`src/rtl/neureka_package.sv`:
```
// Shared constants and the FSM state type for the NEureka bit-serial column.
package neureka_package;

  localparam int unsigned NEUREKA_COLUMN_SIZE = 9;
  localparam int unsigned NEUREKA_QA_IN       = 8;
  localparam int unsigned NEUREKA_QW_MAX      = 8;

  // IDLE means the plane counter is zero; ACCUM means a result is in progress.
  typedef enum logic {
    IDLE  = 1'b0,
    ACCUM = 1'b1
  } column_state_e;

  function automatic int unsigned clog2_min1(input int unsigned v);
    return (v > 1) ? $clog2(v) : 1;
  endfunction

endpackage

```
`src/rtl/neureka_bitserial_column_if.sv`:
```
// Activation, weight-plane and result streams of the bit-serial column.
interface neureka_bitserial_column_if #(
  parameter int unsigned COLUMN_SIZE = neureka_package::NEUREKA_COLUMN_SIZE,
  parameter int unsigned QA_IN       = neureka_package::NEUREKA_QA_IN,
  parameter int unsigned QW_MAX      = neureka_package::NEUREKA_QW_MAX
);
  localparam int unsigned OUT_W = QA_IN + $clog2(COLUMN_SIZE) + QW_MAX + 1;

  logic [COLUMN_SIZE*QA_IN-1:0] act_data_i;
  logic                         act_valid_i;
  logic                         act_ready_o;
  logic [COLUMN_SIZE-1:0]       wgt_data_i;
  logic                         wgt_valid_i;
  logic                         wgt_ready_o;
  logic [OUT_W-1:0]             res_data_o;
  logic                         res_valid_o;
  logic                         res_ready_i;

  modport master (
    output act_data_i, act_valid_i, wgt_data_i, wgt_valid_i, res_ready_i,
    input  act_ready_o, wgt_ready_o, res_data_o, res_valid_o
  );

  modport slave (
    input  act_data_i, act_valid_i, wgt_data_i, wgt_valid_i, res_ready_i,
    output act_ready_o, wgt_ready_o, res_data_o, res_valid_o
  );

endinterface

```
`src/rtl/neureka_column_adder_tree.sv`:
```
// Masked lane sum: adds every activation whose weight bit (or offset) and lane enable are set.
module neureka_column_adder_tree
  import neureka_package::*;
#(
  parameter int unsigned COLUMN_SIZE = NEUREKA_COLUMN_SIZE,
  parameter int unsigned QA_IN       = NEUREKA_QA_IN
) (
  input  logic [COLUMN_SIZE*QA_IN-1:0]             act_i,
  input  logic [COLUMN_SIZE-1:0]                   wgt_i,
  input  logic                                     offset_i,
  input  logic [COLUMN_SIZE-1:0]                   mask_i,
  output logic [QA_IN+$clog2(COLUMN_SIZE)-1:0]     sum_o
);
  localparam int unsigned SUM_W = QA_IN + $clog2(COLUMN_SIZE);

  always_comb begin
    sum_o = '0;
    for (int unsigned i = 0; i < COLUMN_SIZE; i++) begin
      if (mask_i[i] & (wgt_i[i] | offset_i)) begin
        sum_o = sum_o + SUM_W'(act_i[i*QA_IN +: QA_IN]);
      end
    end
  end

endmodule

```
`src/rtl/neureka_bitserial_column.sv`:
```
// Bit-serial weight x activation column: one weight bit-plane per beat, shifted
// accumulation into a signed result with optional pipe register before the accumulator.
module neureka_bitserial_column
  import neureka_package::*;
#(
  parameter int unsigned COLUMN_SIZE = NEUREKA_COLUMN_SIZE,
  parameter int unsigned QA_IN       = NEUREKA_QA_IN,
  parameter int unsigned QW_MAX      = NEUREKA_QW_MAX,
  parameter int unsigned PIPELINE    = 1
) (
  input  logic                         clk_i,
  input  logic                         rst_ni,
  input  logic                         clear_i,
  input  logic                         enable_i,
  input  logic [$clog2(QW_MAX+1)-1:0]  wgt_bits_i,
  input  logic                         signed_w_i,
  input  logic                         weight_offset_i,
  input  logic [COLUMN_SIZE-1:0]       lane_mask_i,
  neureka_bitserial_column_if.slave    bus
);
  localparam int unsigned SUM_W = QA_IN + $clog2(COLUMN_SIZE);
  localparam int unsigned OUT_W = SUM_W + QW_MAX + 1;
  localparam int unsigned NBW   = $clog2(QW_MAX + 1);
  localparam int unsigned BW    = clog2_min1(QW_MAX);

  column_state_e    state_q, state_d;
  logic [BW-1:0]    b_q, b_d;
  logic [NBW-1:0]   n_q, n_d, n_in, cur_n;
  logic             signed_q, signed_d, cur_signed;
  logic             ready, accept;
  logic             beat_first, beat_last;
  logic [SUM_W-1:0] lane_sum;

  logic             stg_vld, stg_first, stg_last, stg_neg;
  logic [BW-1:0]    stg_shift;
  logic [SUM_W-1:0] stg_sum;

  logic [OUT_W-1:0] acc_q, acc_d, acc_next, term, base;
  logic [OUT_W-1:0] res_data_q, res_data_d;
  logic             res_valid_q, res_valid_d;

  assign ready  = rst_ni & enable_i & ~clear_i & (~res_valid_q | bus.res_ready_i);
  assign accept = bus.act_valid_i & bus.wgt_valid_i & ready;

  neureka_column_adder_tree #(
    .COLUMN_SIZE (COLUMN_SIZE),
    .QA_IN       (QA_IN)
  ) u_adder_tree (
    .act_i    (bus.act_data_i),
    .wgt_i    (bus.wgt_data_i),
    .offset_i (weight_offset_i),
    .mask_i   (lane_mask_i),
    .sum_o    (lane_sum)
  );

  always_comb begin
    n_in = wgt_bits_i;
    if (wgt_bits_i == '0) begin
      n_in = NBW'(1);
    end else if (32'(wgt_bits_i) > QW_MAX) begin
      n_in = NBW'(QW_MAX);
    end
  end

  // Plane count and signedness follow the live inputs only on the first beat.
  assign beat_first = (state_q == IDLE);
  assign cur_n      = beat_first ? n_in : n_q;
  assign cur_signed = beat_first ? signed_w_i : signed_q;
  assign beat_last  = (NBW'(b_q) == cur_n - NBW'(1));

  always_comb begin
    state_d  = state_q;
    b_d      = b_q;
    n_d      = n_q;
    signed_d = signed_q;
    if (clear_i) begin
      state_d = IDLE;
      b_d     = '0;
    end else if (accept) begin
      if (beat_first) begin
        n_d      = n_in;
        signed_d = signed_w_i;
      end
      if (beat_last) begin
        state_d = IDLE;
        b_d     = '0;
      end else begin
        state_d = ACCUM;
        b_d     = b_q + BW'(1);
      end
    end
  end

  if (PIPELINE != 0) begin : g_pipe
    logic             vld_q, vld_d, first_q, first_d, last_q, last_d, neg_q, neg_d;
    logic [BW-1:0]    shift_q, shift_d;
    logic [SUM_W-1:0] sum_q, sum_d;

    always_comb begin
      vld_d   = vld_q;
      first_d = first_q;
      last_d  = last_q;
      neg_d   = neg_q;
      shift_d = shift_q;
      sum_d   = sum_q;
      if (clear_i) begin
        vld_d   = 1'b0;
        first_d = 1'b0;
        last_d  = 1'b0;
        neg_d   = 1'b0;
        shift_d = '0;
        sum_d   = '0;
      end else if (ready) begin
        vld_d   = accept;
        first_d = beat_first;
        last_d  = beat_last;
        neg_d   = cur_signed & beat_last;
        shift_d = b_q;
        sum_d   = lane_sum;
      end
    end

    always_ff @(posedge clk_i or negedge rst_ni) begin
      if (!rst_ni) begin
        vld_q   <= 1'b0;
        first_q <= 1'b0;
        last_q  <= 1'b0;
        neg_q   <= 1'b0;
        shift_q <= '0;
        sum_q   <= '0;
      end else begin
        vld_q   <= vld_d;
        first_q <= first_d;
        last_q  <= last_d;
        neg_q   <= neg_d;
        shift_q <= shift_d;
        sum_q   <= sum_d;
      end
    end

    assign stg_vld   = vld_q;
    assign stg_first = first_q;
    assign stg_last  = last_q;
    assign stg_neg   = neg_q;
    assign stg_shift = shift_q;
    assign stg_sum   = sum_q;
  end else begin : g_nopipe
    assign stg_vld   = accept;
    assign stg_first = beat_first;
    assign stg_last  = beat_last;
    assign stg_neg   = cur_signed & beat_last;
    assign stg_shift = b_q;
    assign stg_sum   = lane_sum;
  end

  // The first plane overwrites, so no separate accumulator clear is needed between results.
  assign term     = OUT_W'(stg_sum) << stg_shift;
  assign base     = stg_first ? '0 : acc_q;
  assign acc_next = stg_neg ? (base - term) : (base + term);

  always_comb begin
    acc_d       = acc_q;
    res_data_d  = res_data_q;
    res_valid_d = res_valid_q;
    if (clear_i) begin
      acc_d       = '0;
      res_data_d  = '0;
      res_valid_d = 1'b0;
    end else if (ready) begin
      if (stg_vld) begin
        acc_d = acc_next;
      end
      if (stg_vld & stg_last) begin
        res_data_d  = acc_next;
        res_valid_d = 1'b1;
      end else if (bus.res_ready_i) begin
        res_valid_d = 1'b0;
      end
    end
  end

  always_ff @(posedge clk_i or negedge rst_ni) begin
    if (!rst_ni) begin
      state_q     <= IDLE;
      b_q         <= '0;
      n_q         <= NBW'(1);
      signed_q    <= 1'b0;
      acc_q       <= '0;
      res_data_q  <= '0;
      res_valid_q <= 1'b0;
    end else begin
      state_q     <= state_d;
      b_q         <= b_d;
      n_q         <= n_d;
      signed_q    <= signed_d;
      acc_q       <= acc_d;
      res_data_q  <= res_data_d;
      res_valid_q <= res_valid_d;
    end
  end

  assign bus.act_ready_o = ready;
  assign bus.wgt_ready_o = ready;
  assign bus.res_data_o  = res_data_q;
  assign bus.res_valid_o = res_valid_q;

endmodule

```
`src/flat_wrapper.sv`:
```
// flat-port wrapper written by rule: the top's interface ports become plain ports
module neureka_bitserial_column_flat import neureka_package::*;
#(
  parameter int unsigned COLUMN_SIZE = NEUREKA_COLUMN_SIZE,
  parameter int unsigned QA_IN       = NEUREKA_QA_IN,
  parameter int unsigned QW_MAX      = NEUREKA_QW_MAX,
  parameter int unsigned PIPELINE    = 1
)
  (clk_i, rst_ni, clear_i, enable_i, wgt_bits_i, signed_w_i, weight_offset_i, lane_mask_i, bus_act_data_i, bus_act_valid_i, bus_wgt_data_i, bus_wgt_valid_i, bus_res_ready_i, bus_act_ready_o, bus_wgt_ready_o, bus_res_data_o, bus_res_valid_o);
  neureka_bitserial_column_if #(.COLUMN_SIZE(COLUMN_SIZE), .QA_IN(QA_IN), .QW_MAX(QW_MAX)) bus_i ();
  input  logic clk_i;
  input  logic rst_ni;
  input  logic clear_i;
  input  logic enable_i;
  input  logic [$clog2(QW_MAX+1)-1:0] wgt_bits_i;
  input  logic signed_w_i;
  input  logic weight_offset_i;
  input  logic [COLUMN_SIZE-1:0] lane_mask_i;
  input wire logic [$bits(bus_i.act_data_i)-1:0] bus_act_data_i;
  input wire logic [$bits(bus_i.act_valid_i)-1:0] bus_act_valid_i;
  input wire logic [$bits(bus_i.wgt_data_i)-1:0] bus_wgt_data_i;
  input wire logic [$bits(bus_i.wgt_valid_i)-1:0] bus_wgt_valid_i;
  input wire logic [$bits(bus_i.res_ready_i)-1:0] bus_res_ready_i;
  output wire logic [$bits(bus_i.act_ready_o)-1:0] bus_act_ready_o;
  output wire logic [$bits(bus_i.wgt_ready_o)-1:0] bus_wgt_ready_o;
  output wire logic [$bits(bus_i.res_data_o)-1:0] bus_res_data_o;
  output wire logic [$bits(bus_i.res_valid_o)-1:0] bus_res_valid_o;
  assign bus_i.act_data_i = bus_act_data_i;
  assign bus_i.act_valid_i = bus_act_valid_i;
  assign bus_i.wgt_data_i = bus_wgt_data_i;
  assign bus_i.wgt_valid_i = bus_wgt_valid_i;
  assign bus_i.res_ready_i = bus_res_ready_i;
  assign bus_act_ready_o = bus_i.act_ready_o;
  assign bus_wgt_ready_o = bus_i.wgt_ready_o;
  assign bus_res_data_o = bus_i.res_data_o;
  assign bus_res_valid_o = bus_i.res_valid_o;
  neureka_bitserial_column #(.COLUMN_SIZE(COLUMN_SIZE), .QA_IN(QA_IN), .QW_MAX(QW_MAX), .PIPELINE(PIPELINE)) u_core (.clk_i(clk_i), .rst_ni(rst_ni), .clear_i(clear_i), .enable_i(enable_i), .wgt_bits_i(wgt_bits_i), .signed_w_i(signed_w_i), .weight_offset_i(weight_offset_i), .lane_mask_i(lane_mask_i), .bus(bus_i));
endmodule
```
`config.mk`:
```
export PLATFORM = sky130hd
export DESIGN_NAME = neureka_bitserial_column_flat
export DESIGN_NICKNAME = d
export VERILOG_FILES = /design/src/rtl/neureka_package.sv /design/src/rtl/neureka_bitserial_column_if.sv /design/src/rtl/neureka_column_adder_tree.sv /design/src/rtl/neureka_bitserial_column.sv /design/src/flat_wrapper.sv
export SDC_FILE = /design/constraint.sdc
export NUM_CORES = 1
export LEC_CHECK = 0
export BUFFER_PORTS_ARGS = -buffer_cell sky130_fd_sc_hd__buf_4
export CAP_MARGIN = 15
export CORE_MARGIN = 2
export CORE_UTILIZATION = 60
export DETAILED_ROUTE_END_ITERATION = 10
export PLACE_DENSITY = 0.83
export REMOVE_ABC_BUFFERS = 1
export SLEW_MARGIN = 10
export SYNTH_ARGS = -nofsm -noshare
export SYNTH_HDL_FRONTEND = slang
export SYNTH_HIERARCHICAL = 1
export SYNTH_SLANG_ARGS = --single-unit
```
`constraint.sdc`:
```
create_clock -name clk_i -period 4.25 [get_ports clk_i]
set_input_delay 0.2125 -clock clk_i [delete_from_list [all_inputs] [get_ports clk_i]]
set_output_delay 0.2125 -clock clk_i [all_outputs]
set_load 0.02 [all_outputs]
```
==> results of run 1 <==
-- kinds of logic after synthesis --
logic type | after synthesis
flip-flops | 71
adder cells (fa/ha/maj) | 96
XOR/XNOR | 84
multiplexers | 54
buffers and inverters | 104
AO/OA/AOI/OAI | 378
AND/OR/NAND/NOR | 364
-- metrics by stage --
stage	area [µm²]	cells	TNS, ns	hold WS, ns	util (%)
after floorplan	9019	1100	-37.24	-0.08309	-
after global placement	11640	1605	-40.71	0.1859	76.84
after detailed placement	11640	1605	-43.97	0.1913	76.84
after CTS	13220	1685	-33.60	0.08555	87.28
-- per-layer routing --
metal,global-route usage (%),overflow
met3,56.47,0
met5,19.81,0
met1,71.92,0
met2,94.34,44
met4,77.12,26
-- timing repair --
| item | in CTS |
|---|---|
| pin swaps | 122 |
| hold endpoints to repair | 28 |
| endpoints found under the setup margin | 12 |
| hold buffers | 1 |
| buffers inserted | 69 |
| gates resized for setup | 164 |
==> key figures, run 1 <==
Run status
  • Status: aborted with a tool error
  • Failed at: 5_1_grt
  • Stop err: [ERROR GRT-0232] Routing congestion too high. Check the congestion heatmap in the GUI.

Floorplanning
  • Die Ht: approximately 130 µm
  • Starting Density: 61.06%
  • Die width: roughly 130 µm
  • I/O pins: 127
  • Row count: 45

Global route
  • Gr ovfl total: 70
  • Overall routing resource usage: 74.18%
  • Largest net degree at the start of global routing: 68

Synthesis
  • Mapped Cells: 1151
  • Synth Area in Simple Gates: approximately a fifth
  • Post-Synth XOR/XNOR Area: 8.686%
  • Post-synth EDFFs: 0
  • Register area share after synthesis: 19.23%
  • Top cell type's share of synthesized area: 18.94%
  • Dominant cell type by area after synthesis: dfrtp_1
  • Post-synthesis cell type count: 92
  • Main combinational cell family by area after synthesis: compound AO/OA/AOI/OAI gates
  • Adder-cell share of the synthesized area: between 10% and 20%
  • Post-synth top cells: nand2_1, nor2_1, a21oi_1
  • Complex-gate fraction of the synthesized area: 27.75%
  • Multiplexer share of the synthesized area: around 7%
  • Async set-reset flop share out of synthesis: 100.0%
  • Most common cell in the netlist: nand2_1
  • Area contributors post-synth: dfrtp_1, ha_1, a21oi_1
  • Main flop type after synthesis: dfrtp_1
  • Synth Register Bits: 71
  • Mapped Area: between 0.009 and 0.01 mm²
  • Ys Warns: 6
  • Post-Syn Area per Cell: 8.034 µm²

Placement
  • Port buffer count: 126
  • Global placement routability congestion: 0.9429
  • DP Worst Slack: -4.400 ns
  • Hpwl dp: 19.07 mm

Timing
  • Worst_ep kind: register input
  • Worst setup endpoint GRT: u_core/g_pipe.sum_q[11]$_DFFE_PN0P_/D

Clocking
  • Clock Tree Buf Depth: 2
  • Max H-tree Level: 3
  • Clock Tree Root: clkbuf_16
  • CTS buffer count: 9
  • Clk sinks: 71
==> inputs of run 2 (changes only) <==
--- a/config.mk
+++ b/config.mk
@@ -8,9 +8,9 @@
 export BUFFER_PORTS_ARGS = -buffer_cell sky130_fd_sc_hd__buf_4
 export CAP_MARGIN = 15
 export CORE_MARGIN = 2
-export CORE_UTILIZATION = 60
+export CORE_UTILIZATION = 40
 export DETAILED_ROUTE_END_ITERATION = 10
-export PLACE_DENSITY = 0.83
+export PLACE_DENSITY_LB_ADDON = 0.15
 export REMOVE_ABC_BUFFERS = 1
 export SLEW_MARGIN = 10
 export SYNTH_ARGS = -nofsm -noshare
==> key figures, run 2 <==
Run status
  • Status: complete, but fails checks
  • Failing checks: setup timing

Route
  • WL per Instance: 15.76 µm
  • Drt first pass iters: 5
  • Starting DRT DRC Count: 450
  • Remaining antenna violation count: 0
  • Via count: 9387
  • Drt drc: 0
  • Final WL: 27.67 mm
  • Vias/cell: 5.346

Flow run
  • Max Cap Viol: 0

Synthesis
  • Mapped Area: 0.009248 mm² (unchanged)
  • Multiplexer share of the synthesized area: 7.117% (unchanged)
  • Register area share after synthesis: 19.23% (unchanged)
  • Main flop type after synthesis: dfrtp_1
  • Post-synth top cells: nand2_1, nor2_1, a21oi_1
  • Post-Synth XOR/XNOR Area: 8.686% (unchanged)
  • Async set-reset flop share out of synthesis: 100.0% (unchanged)
  • Synth Register Bits: 71 (unchanged)
  • Post-synth EDFFs: 0 (unchanged)
  • Mapped Cells: 1151 (unchanged)
  • Ys Warns: 6 (unchanged)
  • Post-synthesis cell type count: 92 (unchanged)
  • Area contributors post-synth: dfrtp_1, ha_1, a21oi_1
  • Synth Area in Simple Gates: 18.87% (unchanged)
  • Complex-gate fraction of the synthesized area: 27.75% (unchanged)
  • Dominant cell type by area after synthesis: dfrtp_1
  • Top cell type's share of synthesized area: 18.94% (unchanged)
  • Adder-cell share of the synthesized area: 13.72% (unchanged)
  • Main combinational cell family by area after synthesis: compound AO/OA/AOI/OAI gates
  • Post-Syn Area per Cell: 8.034 µm² (unchanged)
  • Most common cell in the netlist: nand2_1

Timing
  • RSZ-0062 raised after global routing: true
  • Slew HR: 51.23%
  • Final Worst Setup Slack: -3.683 ns
  • Final TNS setup: -35.64 ns
  • Fmax: 126.1 MHz
  • Fin. Hold Viols: 0
  • Final min period: between 7 and 8 ns
  • Crit share post-route: 186.7%
  • Final count of negative-setup-slack endpoints: 12
  • Max-slew violations: 0
  • Worst Tran Pin Value: 0.7266 ns
  • Skew final: 0.01229 ns
  • Hold slack final: 0.08503 ns

Final layout
  • Share of layout cells above drive strength 1: 38.68%
  • Commonest cells after routing, fill and taps aside: buf_4, nand2_1, nor2_1
  • Final Cell Area: 0.01323 mm²
  • # diodes: 0
  • Most common cell after layout, fill and taps aside: buf_4
  • Synth-to-layout area growth: 43.02%
  • Final Non-Filler Cells: roughly 1800
  • Number of nets in the layout: 1665

Power and ir drop
  • Sequential power share: between 10 and 15%
  • Psw: 2.565 mW
  • P per Cell Area: approximately 460 mW/mm²
  • Combinational power share: around three quarters
  • Sw Ratio: 41.85%
  • Pleak: 6.097 nW
  • Clock power frac: 12.0%
  • Int Pwr: between 3 and 4 mW
  • Max rail drop VDD: 0.3194 mV

Worst setup path
  • Worst endpoint required time: 4.47 ns
  • Setup crit start kind: input port
  • Most frequent CP cell: a21oi_2
  • Max incr delay on CP: 0.50 ns
  • Worst Setup Path Type: in2reg
  • CP Max Fanout: 4
  • Critical Path End Type: flop
  • Worst Path Arrival: just over 8 ns
  • Highest-delay cell along the critical path: fa_1

Clocking
  • CTS clk-pin slew, worst paths: 0.07 ns
  • Clk sinks: 71 (unchanged)
  • Clock Tree Buf Depth: 2 (unchanged)
  • Clock Tree Root: clkbuf_16
  • Worst skew pair latency: 0.35 ns
  • Max H-tree Level: 3 (unchanged)
  • TritonCTS clock tree: yes
  • CTS buffer count: 9 (unchanged)

Placement
  • Dpl cell area: 0.01179 mm² (+1.3%)
  • DP Worst Slack: -4.612 ns (-0.2118 ns)
  • Port buffer count: 126 (unchanged)
  • Hpwl dp: 21.01 mm (+10%)
  • Placed Instances: 1704 (+6.2%)
  • Global placement routability congestion: 0.8939 (-5.2%)

Global route
  • First-pass GRT wire length: ~45 mm
  • Gr ovfl total: 0
  • Overall routing resource usage: around 22%
  • Number of antenna violations at the first check in global routing: 0
  • Vias in the first global route: 9061
  • Largest net degree at the start of global routing: 55

Floorplanning
  • Row count: 55 (+22%)
  • CORE AREA: 0.02264 mm²
  • Die ar.: 0.02435 mm²
  • Die width: 156.1 µm (+22%)
  • Starting Density: 40.85% (-20 points)
  • I/O pins: 127 (unchanged)
  • Die Ht: 156.1 µm (+22%)

Hold path
  • Hold Path Class: in2reg
run 2: cell counts after synthesis:
Identical to the previous run, type by type.
run 2: layer usage:
metal | part of all wire [%] | track usage [%] | vias up
li1 | - | - | 4757
met1 | 46 | 29.67 | 4414
met2 | 49 | 38.14 | 190
met3 | 3.4 | 2.528 | 26
met4 | 1.9 | 6.640 | 0
met5 | 0 | 0 | -
run 2: final cells by class:
| cell class | instances | area [µm²] |
|---|---|---|
| clock inverter | 7 | 60.06 |
| tap | 285 | 356.6 |
| inverter | 53 | 198.9 |
| sequential | 71 | 1779 |
| clock buffer | 9 | 225.2 |
| fill | 1996 | 9414 |
| timing repair buffer | 355 | 2699 |
| multi-input combinational | 976 | 7908 |
run 2: cell families after synthesis:
group	count (synthesis)
compound gates	378
xor+xnor	84
flops	71
simple gates	364
buf+inv	104
mux	54
fa+ha+maj	96
run 2: power by group through the flow:
stage | Combinational [mW] | Clock, mW | Sequential, mW
finish | 4.52 | 0.737 | 0.873
global route | 4.94 | 0.775 | 0.890
CTS | 4.21 | 0.758 | 0.875
detailed placement | 3.71 | 0 | 0.887
global placement | 3.68 | 0 | 0.885
floorplan | 2.31 | 0 | 0.955
run 2: repair_timing:
item                                    CTS  global route
endpoints found under the hold margin    17             0
gates cloned                              0             0
resized for setup                       127            48
hold buffers                              1             0
setup buffers                            23            12
pin swaps                                78            50
endpoints found under the setup margin   12            26
run 2: critical path, delay by kind of cell:
family / cells / cell delay [ns]
buf+inv: 11 / 0.87
compound gates: 17 / 2.51
xor+xnor: 3 / 0.42
simple gates: 5 / 0.59
mux: 1 / 0.30
fa+ha+maj: 9 / 3.23
run 2: final timing paths:
kind | from | depth (start not counted) | slack (ns) | to
min in group asynchronous | rst_ni | 2 | 0.30 | u_core/bus.res_data_o[3]
max in group asynchronous | rst_ni | 3 | 2.92 | u_core/g_pipe.shift_q[1]
worst max-delay path | bus_wgt_data_i[0] | 46 | -3.68 | u_core/g_pipe.sum_q[11]
worst min-delay path | signed_w_i | 2 | 0.09 | u_core/signed_q
worst min register to register | u_core/bus.res_data_o[11] | 2 | 0.47 | u_core/bus.res_data_o[11]
worst max register to register | u_core/g_pipe.sum_q[1] | 17 | 0.28 | u_core/bus.res_data_o[20]
run 2: stage by stage:
step | util (%) | power (mW)
6_report | 58.42 | 6.128
5_1_grt | 58.42 | 6.600
3_5_place_dp | 52.06 | 4.595
3_3_place_gp | 52.06 | 4.562
4_1_cts | 56.94 | 5.841
2_1_floorplan | - | 3.268
No activity file was read; power rests on OpenSTA's default activity.
==> inputs of run 3 (changes only) <==
--- a/config.mk
+++ b/config.mk
@@ -5,8 +5,9 @@
 export SDC_FILE = /design/constraint.sdc
 export NUM_CORES = 1
 export LEC_CHECK = 0
+export ABC_AREA = 1
 export BUFFER_PORTS_ARGS = -buffer_cell sky130_fd_sc_hd__buf_4
-export CAP_MARGIN = 15
+export CAP_MARGIN = 10
 export CORE_MARGIN = 2
 export CORE_UTILIZATION = 40
 export DETAILED_ROUTE_END_ITERATION = 10
==> key figures, run 3 <==
Timing
  • RSZ-0062 raised after global routing: true
  • Slew HR: 39.11% (-12 points)
  • Worst Tran Pin Value: 0.9100 ns (+0.1834 ns)
  • Final Worst Setup Slack: -3.518 ns (+0.1648 ns)
  • Final count of negative-setup-slack endpoints: 12 (unchanged)
  • Skew final: 0.008938 ns (-0.003355 ns)
  • Fin. Hold Viols: 0 (unchanged)
  • Final min period: 7.768 ns (-0.1648 ns)
  • Final TNS setup: -33.45 ns (+2.193 ns)
  • Crit share post-route: 182.8% (-3.9 points)
  • Max-slew violations: 0 (unchanged)
  • Fmax: 128.7 MHz (+2.1%)

Final layout
  • Synth-to-layout area growth: 54.63%
  • Multi-input gate area: 0.007810 mm² (-1.2%)
  • FILL cells: 1986 (-0.50%)
  • Commonest cells after routing, fill and taps aside: nand2_1, buf_4, inv_1
  • Number of nets in the layout: 2065 (+24%)
  • Seq. cell area: 0.001778 mm² (about the same)
  • Most common cell after layout, fill and taps aside: nand2_1
  • Utilization after layout: 63.11% (+4.7 points)
  • Share of layout cells above drive strength 1: 39.02% (+0.34 points)
  • Final Non-Filler Cells: 2156 (+23%)
  • # diodes: 0 (unchanged)

Worst setup path
  • Worst Setup Path Type: in2reg
  • Worst Path Arrival: 7.99 ns (-0.17 ns)
  • CP Max Fanout: 4 (unchanged)
  • Crit. Startpoint: weight_offset_i
  • CP delay by family, top: adder cells
  • Critical Path End Type: flop
  • Most frequent CP cell: ha_4
  • Max incr delay on CP: 0.45 ns (-0.05 ns)
  • Highest-delay cell along the critical path: fa_2
  • CP Buf/Inv Count: 8 (-3)
  • Worst endpoint required time: 4.48 ns (about the same)
  • Worst R2R Start: u_core/g_pipe.shift_q[0]
  • Setup crit start kind: input port

Synthesis
  • Area contributors post-synth: dfrtp_1, nand2_1, ha_1
  • Post-synth top cells: nand2_1, inv_1, nand3_1
  • Most common cell in the netlist: nand2_1
  • Async set-reset flop share out of synthesis: 100.0% (unchanged)
  • Top cell type's share of synthesized area: 18.90% (-0.043 points)
  • Register area share after synthesis: 19.18% (-0.044 points)
  • Post-synth EDFFs: 0 (unchanged)
  • Ys Warns: 6 (unchanged)
  • Post-Syn Area per Cell: 6.349 µm² (-21%)
  • Mapped Area: 0.009269 mm² (+0.23%)
  • Mapped Cells: 1460 (+27%)
  • Synth Register Bits: 71 (unchanged)
  • Dominant cell type by area after synthesis: dfrtp_1
  • Post-synthesis cell type count: 50 (-46%)
  • Main flop type after synthesis: dfrtp_1

Clocking
  • Clk sinks: 71 (unchanged)
  • Clock Tree Buf Depth: 2 (unchanged)
  • CTS clk-pin slew, worst paths: 0.06 ns (about the same)
  • Worst skew pair latency: 0.34 ns (about the same)
  • Max H-tree Level: 3 (unchanged)
  • TritonCTS clock tree: yes
  • Clock Tree Root: clkbuf_16
  • CTS buffer count: 9 (unchanged)

Floorplanning
  • Die width: 156.2 µm (+0.11%)
  • I/O pins: 127 (unchanged)
  • CORE AREA: 0.02271 mm² (+0.30%)
  • Row count: 55 (unchanged)
  • Starting Density: 40.82% (about the same)
  • Die ar.: 0.02441 mm² (+0.22%)
  • Die Ht: 156.2 µm (+0.11%)

Route
  • Drt first pass iters: 6 (+1)
  • Remaining antenna violation count: 0 (unchanged)
  • Vias/cell: 5.067 (-5.2%)
  • Starting DRT DRC Count: 610 (+36%)
  • WL per Instance: 14.21 µm (-9.8%)
  • Drt drc: 0 (unchanged)
  • Final WL: 30.65 mm (+11%)
  • Via count: 10925 (+16%)

Flow run
  • Max Cap Viol: 0 (unchanged)

Global route
  • Met3 usage: 3.489% (+0.96 points)
  • Vias in the first global route: 10607 (+17%)
  • First-pass GRT wire length: 48.44 mm (+8.2%)
  • Met1 GRT Util: 29.62% (-0.053 points)
  • Largest net degree at the start of global routing: 42 (-24%)
  • Overall routing resource usage: 24.14% (+1.8 points)
  • Number of antenna violations at the first check in global routing: 0 (unchanged)
  • Top Usage Layer GRT: met2
  • Gr ovfl total: 0 (unchanged)
  • GRT met2 Usage: 43.47% (+5.3 points)

Power and ir drop
  • Sequential power share: 13.1% (-1.1 points)
  • Clock power frac: 10.3% (-1.7 points)
  • Sw Ratio: 45.28% (+3.4 points)
  • P per Cell Area: 506.2 mW/mm² (+9.3%)
  • Psw: 3.285 mW (+28%)
  • Combinational power share: 76.6% (+2.9 points)
  • Int Pwr: 3.969 mW (+11%)
  • Max rail drop VDD: 0.2609 mV (-18%)
  • Pleak: 7.455 nW (+22%)
  • Tot Pwr: 7.255 mW (+18%)

Hold path
  • Hold Path Class: in2reg
  • Hold Crit Start: clear_i

Run status
  • Status: complete, but fails checks
  • Failing checks: setup timing

Placement
  • Hpwl dp: 21.45 mm (+2.1%)
  • DP Worst Slack: -4.394 ns (+0.2176 ns)
  • Port buffer count: 126 (unchanged)
  • Global placement routability congestion: 0.9179 (+2.7%)
  • Placed Instances: 2044 (+20%)
run 3: changes by cell type in the layout (fill, tap and decap cells not counted), sizes merged, moves of 17 or more:
cell / before / now
xnor2: 55 / 28
a21o: 41 / 4
o21a: 28 / 1
inv: 57 / 198
buf: 354 / 426
a211oi: 17 / 0
o31ai: 21 / 2
nand2: 129 / 454
mux2: 31 / 0
nor2b: 39 / 0
nand3: 10 / 118
o21ai: 81 / 139
run 3: area by class of cell:
class	count	area share, %
clock inverters	7	0.4976
inverters	200	5.273
clock buffers	9	1.571
repair buffers	427	23.27
flip-flops and latches	71	12.41
multi-input cells	1157	54.49
well taps	285	2.488
run 3: timing repair:
| item | 4_1_cts | 5_1_grt |
|---|---|---|
| setup buffers | 80 | 22 |
| hold endpoints to repair | 30 | 0 |
| hold buffers | 1 | 0 |
| pin swaps | 151 | 126 |
| setup endpoints to repair | 12 | 12 |
| gates resized for setup | 165 | 126 |
run 3: through the flow:
step	instance area (µm²)	hold WS (ns)
4_1_cts	13570	0.2149
6_report	14330	0.2248
3_5_place_dp	11960	0.1782
2_1_floorplan	9109	-0.08309
5_1_grt	14330	0.2572
3_3_place_gp	11960	0.1710
run 3: power by group through the flow:
stage,combinational [mW],clock (mW),sequential [mW]
floorplan,2.61,0,1.04
detailed placement,4.20,0,0.962
global placement,4.15,0,0.956
global route,6.13,0.801,0.971
CTS,4.98,0.773,0.950
finish,5.56,0.749,0.949
run 3: final timing paths:
path	end	slack [ns]	cells after the start
max in group asynchronous	u_core/n_q[0]	3.02	3
worst min register to register	u_core/bus.res_data_o[0]	0.48	2
worst min-delay path	u_core/bus.res_valid_o	0.22	2
min in group asynchronous	u_core/bus.res_data_o[11]	0.34	2
worst max register to register	u_core/acc_q[19]	0.54	18
worst max-delay path	u_core/g_pipe.sum_q[9]	-3.52	51
run 3: kinds of logic after synthesis:
family / count (synthesis) / synth area share (%)
adder cells (fa/ha/maj): 96 / 13.69
flip-flops: 71 / 19.18
AND/OR/NAND/NOR: 732 / 35.31
AO/OA/AOI/OAI: 274 / 16.78
multiplexers: 1 / 0.1080
XOR/XNOR: 54 / 5.103
buffers and inverters: 232 / 9.827
run 3: routing by layer:
metal	wire [µm]	share of wire (%)
met1	13560	44
met3	1026	3.3
met2	15110	49
met5	0	0
met4	955	3.1
